### src/rtl/comparator_defs.sv
// ---------------------------------------------------------------------------
// comparator_defs
// Shared definitions for the comparator family of blocks.
//   cmp_state_e : binary-encoded control states used by serial comparators
//                 (IDLE waits for start, RUN walks the digits, DONE pulses).
// ---------------------------------------------------------------------------
package comparator_defs;

    typedef enum logic [1:0] {
        ST_IDLE = 2'b00,
        ST_RUN  = 2'b01,
        ST_DONE = 2'b10
    } cmp_state_e;

endpackage : comparator_defs

### src/rtl/comparator_nbit.sv
// ---------------------------------------------------------------------------
// comparator_nbit
// Purely combinational unsigned magnitude comparator.
// Ports:
//   a, b     : input  [N-1:0] unsigned operands
//   smaller  : output         a <  b
//   equal    : output         a == b
//   greater  : output         a >  b
// Exactly one of the three outputs is high at any time.
// ---------------------------------------------------------------------------
module comparator_nbit #(
    parameter int N = 4
) (
    input  logic [N-1:0] a,
    input  logic [N-1:0] b,
    output logic         smaller,
    output logic         equal,
    output logic         greater
);

    // One-hot magnitude decision
    always_comb begin
        smaller = 1'b0;
        equal   = 1'b0;
        greater = 1'b0;
        if (a < b) begin
            smaller = 1'b1;
        end else if (a > b) begin
            greater = 1'b1;
        end else begin
            equal = 1'b1;
        end
    end

endmodule : comparator_nbit

### src/rtl/comparator_serial_nbit.sv
// ---------------------------------------------------------------------------
// comparator_serial_nbit
// Digit-serial magnitude comparator. Operands are captured on start and
// compared D bits per cycle, most significant digit first. The comparison
// stops at the first differing digit, so latency is 1..N/D cycles.
// Ports:
//   clk       : input          rising-edge clock
//   reset     : input          asynchronous active-high reset
//   start     : input          begin a comparison (only honoured in IDLE)
//   a, b      : input  [N-1:0] operands, captured on accepted start
//   is_signed : input          1 = two's-complement, 0 = unsigned
//   busy      : output         high while digits are being compared
//   done      : output         one-cycle pulse marking a fresh result
//   smaller   : output         registered a <  b
//   equal     : output         registered a == b
//   greater   : output         registered a >  b
// ---------------------------------------------------------------------------
module comparator_serial_nbit
    import comparator_defs::*;
#(
    parameter int N = 12,
    parameter int D = 4
) (
    input  logic         clk,
    input  logic         reset,
    input  logic         start,
    input  logic [N-1:0] a,
    input  logic [N-1:0] b,
    input  logic         is_signed,
    output logic         busy,
    output logic         done,
    output logic         smaller,
    output logic         equal,
    output logic         greater
);

    localparam int DIGITS = N / D;
    localparam int CW     = (DIGITS > 1) ? $clog2(DIGITS) : 1;
    localparam logic [CW-1:0] LAST_DIGIT = CW'(DIGITS - 1);

    // Reject widths that do not split into whole digits
    generate
        if ((N % D) != 0) begin : g_bad_width
            $error("comparator_serial_nbit: N must be a multiple of D");
        end
    endgenerate

    cmp_state_e    state_r;
    cmp_state_e    next_state_s;
    logic [N-1:0]  a_sh_r;
    logic [N-1:0]  b_sh_r;
    logic [CW-1:0] cnt_r;
    logic          busy_r;
    logic          done_r;
    logic          smaller_r;
    logic          equal_r;
    logic          greater_r;

    logic          load_s;
    logic [N-1:0]  msb_flip_s;
    logic [D-1:0]  a_dig_s;
    logic [D-1:0]  b_dig_s;
    logic          dig_lt_s;
    logic          dig_eq_s;
    logic          dig_gt_s;

    assign a_dig_s = a_sh_r[N-1 -: D];
    assign b_dig_s = b_sh_r[N-1 -: D];

    comparator_nbit #(
        .N (D)
    ) u_digit_cmp (
        .a       (a_dig_s),
        .b       (b_dig_s),
        .smaller (dig_lt_s),
        .equal   (dig_eq_s),
        .greater (dig_gt_s)
    );

    // Signed operands become offset-binary by inverting the sign bit, so
    // the unsigned digit walk orders them correctly.
    always_comb begin
        msb_flip_s        = '0;
        msb_flip_s[N-1]   = is_signed;
    end

    // Next-state decode: early exit on the first unequal digit
    always_comb begin
        next_state_s = state_r;
        load_s       = 1'b0;
        case (state_r)
            ST_IDLE: begin
                if (start) begin
                    next_state_s = ST_RUN;
                    load_s       = 1'b1;
                end else begin
                    next_state_s = ST_IDLE;
                end
            end
            ST_RUN: begin
                if (!dig_eq_s) begin
                    next_state_s = ST_DONE;
                end else if (cnt_r == LAST_DIGIT) begin
                    next_state_s = ST_DONE;
                end else begin
                    next_state_s = ST_RUN;
                end
            end
            ST_DONE: begin
                next_state_s = ST_IDLE;
            end
            default: begin
                next_state_s = ST_IDLE;
            end
        endcase
    end

    // State, operand shifters, digit counter and registered outputs
    always_ff @(posedge clk or posedge reset) begin
        if (reset) begin
            state_r   <= ST_IDLE;
            a_sh_r    <= '0;
            b_sh_r    <= '0;
            cnt_r     <= '0;
            busy_r    <= 1'b0;
            done_r    <= 1'b0;
            smaller_r <= 1'b0;
            equal_r   <= 1'b0;
            greater_r <= 1'b0;
        end else begin
            state_r <= next_state_s;
            busy_r  <= (next_state_s == ST_RUN);
            done_r  <= (next_state_s == ST_DONE);
            if (load_s) begin
                a_sh_r <= a ^ msb_flip_s;
                b_sh_r <= b ^ msb_flip_s;
                cnt_r  <= '0;
            end else if (state_r == ST_RUN) begin
                a_sh_r <= a_sh_r << D;
                b_sh_r <= b_sh_r << D;
                cnt_r  <= cnt_r + CW'(1);
                // On the final equal digit the compare itself reports equal
                if (next_state_s == ST_DONE) begin
                    smaller_r <= dig_lt_s;
                    equal_r   <= dig_eq_s;
                    greater_r <= dig_gt_s;
                end
            end
        end
    end

    assign busy    = busy_r;
    assign done    = done_r;
    assign smaller = smaller_r;
    assign equal   = equal_r;
    assign greater = greater_r;

endmodule : comparator_serial_nbit
### config.mk
export PLATFORM = sky130hd
export DESIGN_NAME = comparator_serial_nbit
export DESIGN_NICKNAME = d
export VERILOG_FILES = /design/src/rtl/comparator_defs.sv /design/src/rtl/comparator_nbit.sv /design/src/rtl/comparator_serial_nbit.sv
export SDC_FILE = /design/constraint.sdc
export NUM_CORES = 1
export LEC_CHECK = 0
export CORE_UTILIZATION = 42
export CTS_BUF_LIST = sky130_fd_sc_hd__clkbuf_8
export DETAILED_ROUTE_END_ITERATION = 16
export PLACE_DENSITY = 0.73
export SLEW_MARGIN = 20
export SYNTH_ARGS = -nofsm -noshare
export SYNTH_HDL_FRONTEND = slang
export SYNTH_SLANG_ARGS = --single-unit
### constraint.sdc
create_clock -name clk -period 2.5 [get_ports clk]
set_input_delay 0.5 -clock clk [delete_from_list [all_inputs] [get_ports clk]]
set_output_delay 0.5 -clock clk [all_outputs]
set_load 0.05 [all_outputs]
After elaboration in Yosys (flattened, before gate mapping)

Index checks and enable logic that the tools add are counted.

$add $sub $neg: 1
Equal/unequal tests: 4
Bitwise operators: 3
Reductions and logical operators: 3
$lt $le $gt $ge: 2
Multiplexer cells: 17

Operator list:

| cell                | count |
|---|---|
| $mux 12             | 4 |
| $xor 12x12->12      | 2 |
| $mux 1              | 8 |
| $mux 2              | 4 |
| $eq 2x1->1 const B  | 2 |
| $eq 2x2->1 const B  | 2 |
| $gt 4x4->1          | 1 |
| $lt 4x4->1          | 1 |
| $pmux 2 s2          | 1 |
| $reduce_and 3->1    | 1 |
| $add 2x1->2 const B | 1 |
| $logic_not 2->1     | 1 |
| $reduce_bool 2->1   | 1 |
| $not 1->1           | 1 |

Flip-flop bits (word level): 33
Word-level logic and storage cells: 39
Bits of input ports: 28
Output and inout port bits: 5

Depth between registers and ports, before layout

Gate-level depths: netlist (run 1).

Word-level depth: 7
Depth in mapped cells: 6
Depth with buffers taken out: 6

Modules after synthesis

A second synthesis (run 1) with hierarchy kept.

Cells, all modules: 161
Area, all modules: 1520.2 um2

By module, submodules not included:

| module                 | area each (um2) | times used | sequential area each (um2) | cells an instance |
|---|---|---|---|---|
| comparator_serial_nbit | 1401.3          | 1          | 825.8                      | 143 |
| comparator_nbit        | 118.9           | 1          | 0.0                        | 18 |

Worst setup path before layout (run 1)

Ideal clock, no wire load.

Path type: reg2reg
Start point: register a_sh_r[9]
End point: register greater_r, in the netlist greater
Setup time: 0.126 ns
Required time: 2.374 ns
Setup slack: 1.005 ns
Cell stages (with the launch flop): 6
Path buffers: 0
Clock period less this slack: 1.495 ns
Arrival: 1.369 ns
Path through: dfrtp_1 -> ha_1 -> nor2b_1 -> o211ai_2 -> nand2_1 -> a221o_1

Longest elaborated chain between the ends: 7
Elaborated cells on any way between the ends: 10
Classes of those cells: order compare: 2; eq/ne: 1; mux: 6; reduce/logical: 1

RTL lines:

| item                       | RTL line                      | source |
|---|---|---|
| start, declared            | comparator_serial_nbit.sv:50  | `logic [N-1:0] a_sh_r;` |
| start signal, assigned     | comparator_serial_nbit.sv:135 | `a_sh_r <= a ^ msb_flip_s;` |
| start signal, assigned     | comparator_serial_nbit.sv:139 | `a_sh_r <= a_sh_r << D;` |
| $gt 4x4->1                 | comparator_nbit.sv:28         | `end else if (a > b) begin` |
| $mux 1                     | comparator_nbit.sv:28         |  |
| $mux 1                     | comparator_nbit.sv:26         | `if (a < b) begin` |
| $mux 2                     | comparator_serial_nbit.sv:101 | `if (!dig_eq_s) begin` |
| $pmux 2 s2                 | comparator_serial_nbit.sv:91  | `case (state_r)` |
| $eq 2x2->1                 | comparator_serial_nbit.sv:143 | `if (next_state_s == ST_DONE) begin` |
| $reduce_and 3->1 (no line) | -                             |  |
| end signal, assigned       | comparator_serial_nbit.sv:146 | `greater_r <= dig_gt_s;` |
| end, declared              | comparator_serial_nbit.sv:57  | `logic greater_r;` |

Parallel ways exist; a longest one is shown, timed or not.
A chain may end at the register's enable or synchronous reset.

Worst setup path after layout (run 1)

Start point: register greater_r, in the netlist greater
End point: output greater

RTL lines:

| item          | RTL line                     | source |
|---|---|---|
| end, declared | comparator_serial_nbit.sv:34 | `output logic greater` |

No word-level cell between the ends.

==> flow_summary_export.csv, run 1 <==
group,metric,value,unit
grt,antenna_found_initial,0,
cells_and_area,stdcell_count,246,
clock_tree,cts_hold_buffers,0,
drt,firstDrtPassIters,4,
clock_tree,cts_tree,"done",
logic_synthesis,avgSynthCellArea,10.1,sq um
power,powerDensity,1200,nW/um^2
worst_setup_path,crit_arrival,1470,ps
min_path,holdPathEnd,"cnt_r[0]",
clock_tree,cts_sinks,33,
worst_setup_path,reg2reg_depth,4,
worst_setup_path,startpoint_type,"flip-flop",
timing,skew,2.96,ps
worst_setup_path,slowest_delay,810,ps
floorplanning,core_area,3690,sq um
grt,grt_pass1_wl,6110,microns
cells_and_area,fillerInstances,351,
cells_and_area,fin_nets,230,
timing,fin_crit,1970,ps
floorplanning,die-area,4140,sq um
clock_tree,cts_buffer_depth,2,
timing,drv_slew,0,
drt,dr_total_vias,1336,
drt,drtIter0Drc,29,
clock_tree,htree_levels,2,
worst_setup_path,crit_chain,"clkdlybuf4s50_1",
timing,slew_headroom,55.4,%
timing,tightest_slew,669,ps
grt,grtUsageTotal,19.6,%
grt,grt_max_degree,34,
cells_and_area,drive_gt1_share,9.09,%
logic_synthesis,netlist_area,1630,sq um
floorplanning,ios,33,
logic_synthesis,synth_nets,195,
timing,setup_tns,0,ps
worst_setup_path,worst-path-buf-inv,1,
power,vdd_drop_max,0.505,mV
placed_design,place_area,1990,sq um
clock_tree,cts_resized,0,
grt,grt_pass1_vias,1420,
clock_tree,clkTransAtPathRegs,70,ps
cells_and_area,mostFrequentLayoutCells,"dfrtp_1, clkdlybuf4s50_1, a21oi_1",
drt,wirelength,3560,microns
worst_setup_path,cp_top_family,"buffers and inverters",
floorplanning,die_w,64.3,microns
logic_synthesis,synth_cells,162,
placed_design,numPlacedInstances,238,
clock_tree,cts_setup_buffers,0,
cells_and_area,final_common_cell,"dfrtp_1",
drt,detail-route-antenna-nets,0,
cells_and_area,stdcell_area,2090,sq um
floorplanning,num_rows,22,
drt,drc_errors,0,
min_path,min_from,"cnt_r[0]",
min_path,hold_depth,1,
timing,post-route-period-util,78.7,%
drt,via_per_inst,5.43,
job,cap_violations,0,
logic_synthesis,ys_types,29,
placed_design,port-buffer-count,32,
cells_and_area,areaGrowthSynthToFinish,28.4,%
logic_synthesis,yosys_warnings,0,
logic_synthesis,synth_seq_cells,33,
worst_setup_path,r2r_end,"greater",
logic_synthesis,seq_area_frac_synth,50.6,%
worst_setup_path,required,2000,ps
worst_setup_path,timing.rr.start,"state_r[1]",
timing,setup_viol,0,
power,leakage,0.912,nW
worst_setup_path,criticalPathCategory,"flip-flop to output pin",
worst_setup_path,cp-end-kind,"output pin",
outcome,status,"finished clean",
clock_tree,cts-root-buf,"clkbuf_8",
timing,grt_setup_unrepaired,"false",
clock_tree,cts_buffers,5,
placed_design,place_hpwl,2580,microns
floorplanning,die_h,64.3,microns
clock_tree,clock_latency,280,ps
timing,hold_viol_final,0,
timing,fmax,509,MHz
floorplanning,initial_core_util,44.2,%
worst_setup_path,critPathMaxFanout,3,
min_path,hold_path_class,"flip-flop to flip-flop",
drt,wl_per_cell,14.5,microns
grt,gr-total-overflow,0,
cells_and_area,antenna_cells,0,
worst_setup_path,slowest_stage,"clkdlybuf4s50_1",
worst_setup_path,reg2reg_slack,780,ps
placed_design,gp_congestion,0.789,
-- registers in the layout, summed over array words and instances, names as in the netlist --
| register | flops |
|---|---|
| smaller | 1 |
| a_sh_r | 12 |
| b_sh_r | 12 |
| done | 1 |
| state_r | 2 |
| busy | 1 |
| equal | 1 |
| greater | 1 |
| cnt_r | 2 |
-- layout make-up --
cell class	instances	area [sq um]	share of cell area (%)
inverters	6	22.5	1.08
clock buffers	7	96.3	4.60
clock inverters	1	5.00	0.239
flip-flops and latches	33	826	39.4
multi-input cells	114	727	34.7
repair buffers	37	358	17.1
well taps	48	60.1	2.87
-- power by group --
group / internal, mW / switching, mW
Combinational: 0.471 / 0.618
Sequential: 0.778 / 0.214
Clock: 0.249 / 0.191
Total: 1.50 / 1.02
-- layer usage --
metal,track usage [%],wire length [microns],vias to the layer above
li1,-,-,649
met1,22.2,1510,650
met2,33.9,1810,32
met3,5.89,183,5
met4,8.33,53,0
met5,0,0,-
-- how the worst max path moves through the flow --
stage	start	to	slack (ps)	depth (start not counted)
finish	greater	greater	530	1
global route	greater	greater	480	1
CTS	greater	greater	520	1
detailed placement	start	b_sh_r[3]	450	4
global placement	start	b_sh_r[2]	490	4
floorplan	a_sh_r[9]	greater	1000	5
-- Yosys cell counts --
master,instances,share of area [%]
a31o_2,2,1.1
and3b_1,1,0.54
inv_1,6,1.4
a21oi_1,22,6.7
nor2_1,6,1.4
nand4_1,1,0.38
nor2b_2,1,0.54
o211ai_2,1,0.77
and2b_1,6,2.8
clkbuf_1,2,0.46
nand2b_1,1,0.38
o22a_1,1,0.54
a22o_1,5,2.7
dfrtp_1,33,51
a2bb2oi_1,1,0.54
nor2b_4,1,0.84
xnor2_1,2,1.1
buf_4,3,1.4
nor2b_1,12,4.6
o22ai_1,2,0.77
a221o_1,1,0.61
a22oi_1,13,6.0
o21ai_1,3,0.92
o21ai_0,16,4.9
ha_1,5,3.8
nand2_1,10,2.3
buf_2,3,0.92
or2_0,1,0.38
buf_6,1,0.69
-- logic make-up (layout without fill, tap and decap cells) --
| logic type | count (synthesis) | in the layout | share of synthesized area [%] |
|---|---|---|---|
| simple gates | 40 | 40 | 14.1 |
| xor+xnor | 2 | 2 | 1.07 |
| fa+ha+maj | 5 | 5 | 3.83 |
| buf+inv | 15 | 51 | 4.83 |
| compound gates | 67 | 67 | 25.5 |
| flops | 33 | 33 | 50.6 |
-- stage by stage --
stage          total power [mW]  util (%)  hold WS [ps]  setup slack (ps)
5_1_grt                    2.70      56.8           496               477
4_1_cts                    2.54      56.8           473               520
3_5_place_dp               2.10      54.0           464               452
3_3_place_gp               2.04      54.0           459               494
2_1_floorplan              1.78         -           440              1000
6_report                   2.52      56.8           467               534
(Power assumes the default switching activity.)
==> run 2, diff against run 1 <==
==> constraint.sdc (replaced) <==
create_clock -name clk -period 2 [get_ports clk]
set_input_delay 0.4 -clock clk [delete_from_list [all_inputs] [get_ports clk]]
set_output_delay 0.4 -clock clk [all_outputs]
set_load 0.05 [all_outputs]
==> flow_summary_export.csv, run 2 (same netlist as run 1, synthesis figures left out) <==
group,metric,value,unit
outcome,status,"finished clean",
worst_setup_path,required,1600,ps
worst_setup_path,cp_top_family,"buffers and inverters",
timing,fin_crit,1870,ps
cells_and_area,antenna_cells,0,
drt,wirelength,3470,microns
placed_design,gp_congestion,0.796,
floorplanning,die_h,64.3,microns
clock_tree,cts_sinks,33,
worst_setup_path,slowest_delay,810,ps
timing,setup_tns,0,ps
power,p_comb_share,43.0,%
clock_tree,htree_levels,2,
timing,hold_viol_final,0,
worst_setup_path,worst-path-buf-inv,1,
power,powerDensity,1530,nW/um^2
floorplanning,core_area,3690,sq um
floorplanning,die_w,64.3,microns
power,vdd_drop_max,0.766,mV
placed_design,port-buffer-count,32,
drt,drtIter0Drc,58,
power,p_total,3.23,mW
timing,skew,8.85,ps
floorplanning,die-area,4140,sq um
placed_design,place_hpwl,2540,microns
grt,grtUsageTotal,19.4,%
drt,drc_errors,0,
timing,post-route-period-util,93.7,%
floorplanning,ios,33,
worst_setup_path,crit_chain,"clkdlybuf4s50_1",
cells_and_area,areaGrowthSynthToFinish,29.8,%
clock_tree,cts_tree,"done",
timing,drv_slew,0,
cells_and_area,drive_gt1_share,9.05,%
power,swShare,38.9,%
grt,grt_pass1_wl,6130,microns
power,switchingPower,1.26,mW
cells_and_area,final_common_cell,"dfrtp_1",
cells_and_area,stdcell_area,2120,sq um
placed_design,place_area,2000,sq um
clock_tree,clkTransAtPathRegs,60,ps
floorplanning,num_rows,22,
drt,firstDrtPassIters,4,
clock_tree,cts-root-buf,"clkbuf_8",
cells_and_area,fin_nets,231,
drt,wl_per_cell,14.0,microns
clock_tree,cts_hold_buffers,0,
timing,grt_setup_unrepaired,"false",
worst_setup_path,cp-end-kind,"output pin",
clock_tree,cts_setup_buffers,0,
timing,slew_headroom,60.9,%
timing,fmax,534,MHz
timing,setup_viol,0,
clock_tree,cts_resized,0,
drt,detail-route-antenna-nets,0,
power,pwr-share-clk,19.7,%
floorplanning,initial_core_util,44.2,%
job,cap_violations,0,
worst_setup_path,startpoint_type,"flip-flop",
clock_tree,cts_buffers,5,
grt,gr-total-overflow,0,
grt,antenna_found_initial,0,
worst_setup_path,crit_arrival,1470,ps
power,leakage,0.925,nW
clock_tree,clock_latency,290,ps
worst_setup_path,criticalPathCategory,"flip-flop to output pin",
worst_setup_path,slowest_stage,"clkdlybuf4s50_1",
clock_tree,cts_buffer_depth,2,
cells_and_area,reg_top3,"a_sh_r (12), b_sh_r (12)",
grt,grt_max_degree,34,
power,sequentialPowerShare,37.3,%
timing,tightest_slew,583,ps
drt,dr_total_vias,1329,
cells_and_area,mostFrequentLayoutCells,"dfrtp_1, clkdlybuf4s50_1, a21oi_1",
power,p_int,1.97,mW
worst_setup_path,critPathMaxFanout,3,
grt,grt_pass1_vias,1388,
drt,via_per_inst,5.38,
min_path,hold_path_class,"flip-flop to flip-flop",
-- run 2: final timing paths --
path	startpoint	to	slack [ps]	depth (start not counted)
min in group asynchronous	reset	b_sh_r[1]	490	3
max in group asynchronous	reset	a_sh_r[0]	1190	3
setup / recovery	equal	equal	130	1
hold reg to reg	cnt_r[0]	cnt_r[0]	470	1
setup reg to reg	a_sh_r[9]	greater	380	5
hold / removal	cnt_r[0]	cnt_r[0]	470	1
-- run 2: power groups by stage --
stage | Combinational (mW) | Sequential (mW) | Clock, mW
floorplan | 0.966 | 1.26 | 0
CTS | 1.41 | 1.21 | 0.650
finish | 1.39 | 1.21 | 0.637
global placement | 1.35 | 1.21 | 0
global route | 1.55 | 1.26 | 0.675
detailed placement | 1.40 | 1.22 | 0
-- run 2: final cells by class --
class,instances,area (sq um)
clock buffer,6,82.6
clock inverter,2,33.8
fill,341,1570
inverter,6,22.5
multi-input combinational,114,727
sequential,33,826
tap,48,60.1
timing repair buffer,38,365
-- run 2: routing by layer --
layer,GRT usage (%),up-vias,part of all wire [%]
met5,0,-,0
met4,9.17,0,1.8
met3,3.21,6,3.1
met2,34.9,27,50
met1,22.2,650,45
li1,-,646,-
-- run 2: per-stage QoR --
step / util, % / hold WS (ps) / setup WS [ps] / std cells
floorplan: - / 440 / 505 / 162
global placement: 54.2 / 456 / 227 / 239
detailed placement: 54.2 / 459 / 176 / 239
CTS: 57.4 / 467 / 114 / 247
global route: 57.4 / 494 / 92.0 / 247
finish: 57.4 / 468 / 127 / 247
